==> config.mk <==
export PLATFORM = sky130hd
export DESIGN_NAME = conv_mac_acc
export DESIGN_NICKNAME = d
export VERILOG_FILES = /design/src/rtl/conv_mac_acc.sv
export SDC_FILE = /design/constraint.sdc
export NUM_CORES = 1
export LEC_CHECK = 0
export CELL_PAD_IN_SITES_DETAIL_PLACEMENT = 1
export CELL_PAD_IN_SITES_GLOBAL_PLACEMENT = 2
export CORE_ASPECT_RATIO = 0.75
export CORE_MARGIN = 3
export CORE_UTILIZATION = 45
export DETAILED_ROUTE_END_ITERATION = 10
export GPL_ROUTABILITY_DRIVEN = 0
export GPL_TIMING_DRIVEN = 1
export PLACE_DENSITY_LB_ADDON = 0.1
export SLEW_MARGIN = 20
export SYNTH_ARGS = -nofsm -noshare
export SYNTH_HDL_FRONTEND = slang
export SYNTH_SLANG_ARGS = --single-unit
==> constraint.sdc <==
create_clock -name clk -period 13.6 [get_ports clk]
set_input_delay 2.72 -clock clk [delete_from_list [all_inputs] [get_ports clk]]
set_output_delay 2.72 -clock clk [all_outputs]
set_load 0.005 [all_outputs]
==> src/rtl/conv_mac_acc.sv <==
// ----------------------------------------------------------------------------
// conv_mac_acc
//
// Datapath stage that sits directly behind the convolution address controller.
// It takes the data / weight / bias SRAM read words that the controller has
// addressed, multiply-accumulates every beat of a window, adds the window
// bias, requantises (arithmetic shift right, floor) and saturates the result.
// It then buffers each result in a small output FIFO that feeds the
// pooling / writeback stage.
//
// Pipeline (one beat issued by the controller in cycle T):
//   T           : controller strobes cena=0 with first/last/frame_end flags
//   T+RD_LAT    : stage R - delayed flags line up with data_q/weight_q/bias_q
//   T+RD_LAT+1  : stage M - registered product and captured window bias
//   T+RD_LAT+2  : stage A - registered accumulator; on the last beat the
//                 requantised result sits in res_a and is written to the FIFO
//   T+RD_LAT+3  : result visible at the FIFO head (if the FIFO was empty)
//
// Ports
//   clk, rst_n          clock (rising edge), asynchronous active-low reset
//   go                  start of frame: clears out_addr counter, overflow, done
//   cena                active-low beat strobe from the controller
//   first_data          first beat of a window (qualified by !cena)
//   last_data           last beat of a window (qualified by !cena)
//   frame_end           controller pulse: final beat of the frame issued
//   data_q, weight_q,
//   bias_q              SRAM read words, valid RD_LAT cycles after the beat
//   out_valid/out_ready output handshake
//   out_data, out_addr  FIFO head result and its index in frame order
//   overflow            sticky: a result was dropped because the FIFO was full
//   done                one-cycle pulse once the frame has fully drained
//
// Build option
//   CONV_RELU_EN : when defined, negative saturated results are replaced by 0
//                  before they are pushed, so out_data is never negative.
//
// FIFO_DEPTH must be a power of two and at least 2.
// ----------------------------------------------------------------------------
module conv_mac_acc #(
    parameter int DATA_W     = 8,
    parameter int WEIGHT_W   = 8,
    parameter int BIAS_W     = 16,
    parameter int ACC_W      = 24,
    parameter int OUT_W      = 8,
    parameter int SHIFT      = 7,
    parameter int RD_LAT     = 1,
    parameter int FIFO_DEPTH = 4,
    parameter int OADDR_W    = 10
) (
    input  logic                       clk,
    input  logic                       rst_n,
    input  logic                       go,
    input  logic                       cena,
    input  logic                       first_data,
    input  logic                       last_data,
    input  logic                       frame_end,
    input  logic signed [DATA_W-1:0]   data_q,
    input  logic signed [WEIGHT_W-1:0] weight_q,
    input  logic signed [BIAS_W-1:0]   bias_q,
    output logic                       out_valid,
    input  logic                       out_ready,
    output logic signed [OUT_W-1:0]    out_data,
    output logic [OADDR_W-1:0]         out_addr,
    output logic                       overflow,
    output logic                       done
);

    localparam int PROD_W = DATA_W + WEIGHT_W;
    // One guard bit above the accumulator so acc + bias never wraps.
    localparam int SUM_W  = ACC_W + 1;
    localparam int PTR_W  = $clog2(FIFO_DEPTH);

    localparam logic signed [SUM_W-1:0] SAT_MAX =
        {{(SUM_W-OUT_W+1){1'b0}}, {(OUT_W-1){1'b1}}};
    localparam logic signed [SUM_W-1:0] SAT_MIN = ~SAT_MAX;

    typedef enum logic {
        S_IDLE = 1'b0,
        S_ACC  = 1'b1
    } state_t;

    // ------------------------------------------------------------------
    // Stage R: delay the controller flags by the SRAM read latency.
    // Bit order: {frame_end, last, first, beat}.
    // ------------------------------------------------------------------
    logic [3:0] align_sr [RD_LAT];

    always_ff @(posedge clk or negedge rst_n) begin
        if (!rst_n) begin
            for (int i = 0; i < RD_LAT; i++) begin
                align_sr[i] <= '0;
            end
        end else begin
            align_sr[0] <= {frame_end, last_data, first_data, ~cena};
            for (int i = 1; i < RD_LAT; i++) begin
                align_sr[i] <= align_sr[i-1];
            end
        end
    end

    logic beat_r;
    logic first_r;
    logic last_r;
    logic fend_r;

    assign beat_r  = align_sr[RD_LAT-1][0];
    assign first_r = align_sr[RD_LAT-1][1];
    assign last_r  = align_sr[RD_LAT-1][2];
    assign fend_r  = align_sr[RD_LAT-1][3];

    // ------------------------------------------------------------------
    // Stage M: signed product, sign-extended to the accumulator width.
    // ------------------------------------------------------------------
    logic signed [PROD_W-1:0] data_ext;
    logic signed [PROD_W-1:0] weight_ext;
    logic signed [PROD_W-1:0] prod_full;
    logic signed [ACC_W-1:0]  prod_ext;

    assign data_ext   = {{WEIGHT_W{data_q[DATA_W-1]}}, data_q};
    assign weight_ext = {{DATA_W{weight_q[WEIGHT_W-1]}}, weight_q};
    assign prod_full  = data_ext * weight_ext;
    assign prod_ext   = {{(ACC_W-PROD_W){prod_full[PROD_W-1]}}, prod_full};

    logic                     beat_m;
    logic                     first_m;
    logic                     last_m;
    logic                     fend_m;
    logic signed [ACC_W-1:0]  prod_m;
    logic signed [BIAS_W-1:0] bias_m;

    always_ff @(posedge clk or negedge rst_n) begin
        if (!rst_n) begin
            beat_m  <= 1'b0;
            first_m <= 1'b0;
            last_m  <= 1'b0;
            fend_m  <= 1'b0;
            prod_m  <= '0;
            bias_m  <= '0;
        end else begin
            beat_m  <= beat_r;
            first_m <= beat_r & first_r;
            last_m  <= beat_r & last_r;
            fend_m  <= fend_r;
            if (beat_r) begin
                prod_m <= prod_ext;
            end
            // The bias word is only meaningful on the window's first beat.
            if (beat_r && first_r) begin
                bias_m <= bias_q;
            end
        end
    end

    // ------------------------------------------------------------------
    // Stage A: window FSM, accumulator and requantisation.
    // ------------------------------------------------------------------
    state_t state;
    state_t state_next;
    logic   win_beat;
    logic   push_next;

    logic signed [ACC_W-1:0] acc;
    logic signed [ACC_W-1:0] acc_base;
    logic signed [ACC_W-1:0] acc_next;
    logic signed [SUM_W-1:0] acc_wide;
    logic signed [SUM_W-1:0] bias_wide;
    logic signed [SUM_W-1:0] sum;
    logic signed [SUM_W-1:0] res;
    logic signed [OUT_W-1:0] sat;
    logic signed [OUT_W-1:0] res_final;

    always_ff @(posedge clk or negedge rst_n) begin
        if (!rst_n) begin
            state <= S_IDLE;
        end else begin
            state <= state_next;
        end
    end

    always_comb begin
        state_next = state;
        push_next  = 1'b0;
        // Beats outside a window are ignored; a first beat always (re)opens one.
        win_beat   = beat_m && (first_m || (state == S_ACC));
        if (first_m) begin
            state_next = S_ACC;
        end
        if (win_beat && last_m) begin
            push_next  = 1'b1;
            state_next = S_IDLE;
        end
        if (fend_m) begin
            state_next = S_IDLE;
        end
    end

    always_comb begin
        // A first beat discards any partial sum left from an aborted window.
        acc_base  = first_m ? '0 : acc;
        acc_next  = acc_base + prod_m;
        acc_wide  = {acc_next[ACC_W-1], acc_next};
        bias_wide = {{(SUM_W-BIAS_W){bias_m[BIAS_W-1]}}, bias_m};
        sum       = acc_wide + bias_wide;
        res       = sum >>> SHIFT;
        if (res > SAT_MAX) begin
            sat = SAT_MAX[OUT_W-1:0];
        end else if (res < SAT_MIN) begin
            sat = SAT_MIN[OUT_W-1:0];
        end else begin
            sat = res[OUT_W-1:0];
        end
        res_final = sat;
`ifdef CONV_RELU_EN
        if (sat[OUT_W-1]) begin
            res_final = '0;
        end
`endif
    end

    logic                    push_a;
    logic signed [OUT_W-1:0] res_a;

    always_ff @(posedge clk or negedge rst_n) begin
        if (!rst_n) begin
            acc    <= '0;
            push_a <= 1'b0;
            res_a  <= '0;
        end else begin
            if (win_beat) begin
                acc <= acc_next;
            end
            push_a <= push_next;
            if (push_next) begin
                res_a <= res_final;
            end
        end
    end

    // ------------------------------------------------------------------
    // Output FIFO.
    // Handshake: the head entry is transferred on every rising edge where
    // out_valid && out_ready; while out_valid is high and out_ready low the
    // head (out_data, out_addr) holds steady. out_valid never depends on
    // out_ready.
    // ------------------------------------------------------------------
    logic signed [OUT_W-1:0] mem_data [FIFO_DEPTH];
    logic [OADDR_W-1:0]      mem_addr [FIFO_DEPTH];
    logic [PTR_W-1:0]        wr_ptr;
    logic [PTR_W-1:0]        rd_ptr;
    logic [PTR_W:0]          count;
    logic [OADDR_W-1:0]      wr_cnt;
    logic                    pop;
    logic                    full;
    logic                    wr_en;

    assign out_valid = (count != '0);
    assign out_data  = mem_data[rd_ptr];
    assign out_addr  = mem_addr[rd_ptr];
    assign pop       = out_valid && out_ready;
    assign full      = (count == (PTR_W+1)'(FIFO_DEPTH));
    // A simultaneous pop frees the slot, so a push into a full FIFO still lands.
    assign wr_en     = push_a && (!full || pop);

    always_ff @(posedge clk or negedge rst_n) begin
        if (!rst_n) begin
            for (int i = 0; i < FIFO_DEPTH; i++) begin
                mem_data[i] <= '0;
                mem_addr[i] <= '0;
            end
            wr_ptr   <= '0;
            rd_ptr   <= '0;
            count    <= '0;
            wr_cnt   <= '0;
            overflow <= 1'b0;
        end else begin
            if (wr_en) begin
                mem_data[wr_ptr] <= res_a;
                mem_addr[wr_ptr] <= wr_cnt;
                wr_ptr           <= wr_ptr + PTR_W'(1);
            end
            if (pop) begin
                rd_ptr <= rd_ptr + PTR_W'(1);
            end
            case ({wr_en, pop})
                2'b10:   count <= count + (PTR_W+1)'(1);
                2'b01:   count <= count - (PTR_W+1)'(1);
                default: count <= count;
            endcase
            // Dropped results still consume an index so downstream can see the gap.
            if (go) begin
                wr_cnt <= '0;
            end else if (push_a) begin
                wr_cnt <= wr_cnt + OADDR_W'(1);
            end
            if (go) begin
                overflow <= 1'b0;
            end else if (push_a && !wr_en) begin
                overflow <= 1'b1;
            end
        end
    end

    // ------------------------------------------------------------------
    // Frame completion: once the aligned frame_end has passed stage A,
    // wait until nothing is left in res_a or the FIFO, then pulse done.
    // ------------------------------------------------------------------
    logic done_pend;
    logic done_fire;

    assign done_fire = done_pend && (count == '0) && !push_a;

    always_ff @(posedge clk or negedge rst_n) begin
        if (!rst_n) begin
            done_pend <= 1'b0;
            done      <= 1'b0;
        end else if (go) begin
            done_pend <= 1'b0;
            done      <= 1'b0;
        end else begin
            done <= done_fire;
            if (fend_m) begin
                done_pend <= 1'b1;
            end else if (done_fire) begin
                done_pend <= 1'b0;
            end
        end
    end

endmodule

==> results_dict.tcl <==
set metrics [dict create \
    synth_compound_area_share_pct 9.578 \
    grt_overflow 0 \
    pin_count 61 \
    cp.depth 19 \
    core_region_area_um2 25150 \
    grt_usage_pct 19.74 \
    cp_top_family "adder cells" \
    hpwlAfterDp_um 19570 \
    dr.pass1.iters 4 \
    wl_per_cell_um 17.74 \
    antenna_found_initial 1 \
    root_buffer "clkbuf_16" \
    num_vias 7908 \
    cts_hold_buf 0 \
    fmax_ghz 0.1359 \
    max-cap-violations 0 \
    top_layer_used "met5" \
    yosysUniqueCellTypes 74 \
    synth_edf_count 0 \
    cts_tree "done" \
    synth_cells 1058 \
    worstSetupStartpointType "input pin" \
    cp.required_ns 13.94 \
    die_x_um 191.5 \
    hp-class "reg -> reg" \
    hold_viol_final 0 \
    synthXorXnorAreaFrac_pct 4.299 \
    fp.dieH_um 145.1 \
    die-area_um2 27790 \
    rows 50 \
    synthSimpleGateAreaFrac_pct 12.59 \
    cp_max_fo 5 \
    diodes 0 \
    dp.cells 1436 \
    yosys_warnings 0 \
    ys_ff_latch 166 \
    cts.sinks 166 \
    areaGrowthSynthToFinish_pct 13.96 \
    ys.flop_type "dfrtp_1" \
    routed_wl_um 26060 \
    tns_ns 0 \
    nNetsFinal 1297 \
    antenna_left 0 \
    startpoint "weight_q[7]" \
    hold_start "align_sr[3]$_DFF_PN0_" \
    reg2reg_from "first_m$_DFF_PN0_" \
    final_area_um2 13240 \
    stdcell_count 1469 \
    viasPerCell 5.383 \
    h-tree-depth 4 \
    drive_above_1_share_pct 17.15 \
    clockBufferDepth 2 \
    postPlaceCellArea_um2 12590 \
    fin_ws_ns 6.240 \
    critPathKind "in -> reg" \
    finalSetupViolCount 0 \
    met3_length_um 702 \
    path_clk_slew_ns 0.07 \
    met1_length_um 12770 \
    synth_adder_area_share_pct 18.66 \
    syn-num-nets 1237 \
    portBuffers 60 \
    clk_latency_ns 0.43 \
    cts_resized 0 \
    rsz0062_at_grt "false" \
    synth_top_family_by_area "adder cells" \
    worstPathCellList "clkdlybuf4s50_1 -> inv_1 -> nor2_1 -> fa_1 -> fa_1 -> fa_1 -> inv_1 -> fa_1 -> inv_1 -> ha_1 -> o21ai_0 -> a21boi_0 -> o21ai_0 -> a21boi_0 -> o21ai_0 -> a21boi_0 -> o21ai_0 -> nor3b_1 -> o31ai_1" \
    seq_area_frac_synth_pct 35.77 \
    grt_pass1_wl_um 44210 \
    min_period_ns 7.360 \
    drc 0 \
    start_util_pct 46.18 \
    crit_arrival_ns 7.70 \
    synth_mux_area_share_pct 15.01 \
    pre_cts_ws_ns 5.759 \
    max_stage_delay_ns 0.55 \
    post_cts_buffers 0 \
    synthArstFlopShare_pct 100.0 \
    outcome "complete, no violations" \
    worstMarginPinSlew_ns 1.109 \
    cts_buffers 17 \
    slew_viol_final 0 \
    slowest_stage "clkdlybuf4s50_1" \
    path_buf_inv 4 \
    grt_max_degree 109 \
    fin_crit_sh_pct 54.11 \
    slew_headroom_pct 25.48 \
    r2r_cells 25 \
    met2_length_um 12420 \
    avgSynthCellArea_um2 10.98 \
    hold-path-cell-count 0 \
    syn_area_um2 11610 \
    cp-end-kind "flop" \
    drt_iter0_drc 301 \
    fin_skew_ns 0.01101 \
    grt_pass1_vias 8608 \
]
## final timing paths
kind / endpoint / slack, ns
min reg2reg: fend_m$_DFF_PN0_ / 0.37
max reg2reg: res_a[6]$_DFFE_PN0P_ / 7.37
max in group asynchronous: prod_m[9]$_DFFE_PN0P_ / 10.26
min in group asynchronous: mem_addr[34]$_DFFE_PN0P_ / 2.21
max: prod_m[14]$_DFFE_PN0P_ / 6.24
min: fend_m$_DFF_PN0_ / 0.37
## per-layer routing
metal  GRT usage, %  vias up
met3          3.261       13
met5              0        -
li1               -     3803
met4          2.860        2
met2          32.37       76
met1          28.23     4014
## registers in the layout (all words and copies together) (netlist names), 2 cells and up
name      count
rd_ptr        2
wr_cnt       10
count         3
acc          24
prod_m       16
bias_m       16
wr_ptr        2
mem_addr     40
res_a         8
align_sr      4
mem_data     32
## final cells by class
class | instances | area [um2]
fillers | 2696 | 11910
multi-input cells | 766 | 6988
flip-flops and latches | 166 | 4154
repair buffers | 67 | 674.4
clock buffers | 18 | 429.2
well taps | 338 | 422.9
inverters | 100 | 375.4
clock inverters | 14 | 191.4
## stage by stage
stage          utilization, %  hold WS [ns]
2_1_floorplan               -        0.3312
3_3_place_gp            50.05        0.3668
3_5_place_dp            50.05        0.3583
4_1_cts                 52.52        0.3757
5_1_grt                 52.63        0.3812
6_report                52.63        0.3673
## cells by family (layout without fill, tap and decap cells)
group	after synthesis	in the layout
fa+ha+maj	139	139
compound gates	159	159
xor+xnor	57	57
simple gates	274	274
flops	166	166
mux	137	137
buf+inv	126	199
## cells in the final DEF, fill, tap and decap left out, types with 6 or more instances in the layout
cell / count
a21o_1: 14
mux4_2: 18
nand3_1: 16
xor2_1: 19
o41ai_1: 6
or3_1: 6
nor2b_1: 32
o21a_1: 6
dfrtp_1: 166
and3_1: 11
nand2b_1: 9
xnor2_1: 38
and2_1: 46
clkdlybuf4s50_1: 59
o21ai_0: 34
nand2_1: 62
clkbuf_16: 17
mux2_2: 117
o21bai_1: 7
inv_1: 99
fa_1: 57
a21oi_1: 41
ha_1: 82
buf_4: 6
nor2_1: 39
nor3_1: 23
## cell usage after synthesis, types with 9 or more instances
cell | instances | area share, %
a21o_1 | 14 | 0.90
a21oi_1 | 41 | 1.8
and2_1 | 46 | 2.5
and3_1 | 11 | 0.59
clkbuf_1 | 21 | 0.68
dfrtp_1 | 166 | 36
fa_1 | 57 | 9.8
ha_1 | 82 | 8.8
inv_1 | 99 | 3.2
mux2_2 | 117 | 11
mux4_2 | 18 | 3.5
nand2_1 | 62 | 2.0
nand2b_1 | 9 | 0.48
nand3_1 | 16 | 0.69
nor2_1 | 39 | 1.3
nor2b_1 | 32 | 1.7
nor3_1 | 23 | 0.99
o21ai_0 | 34 | 1.5
xnor2_1 | 38 | 2.9
xor2_1 | 19 | 1.4
Power is not shown: default switching activity piles up to over one toggle a cycle in this logic, so the estimate is an artifact.
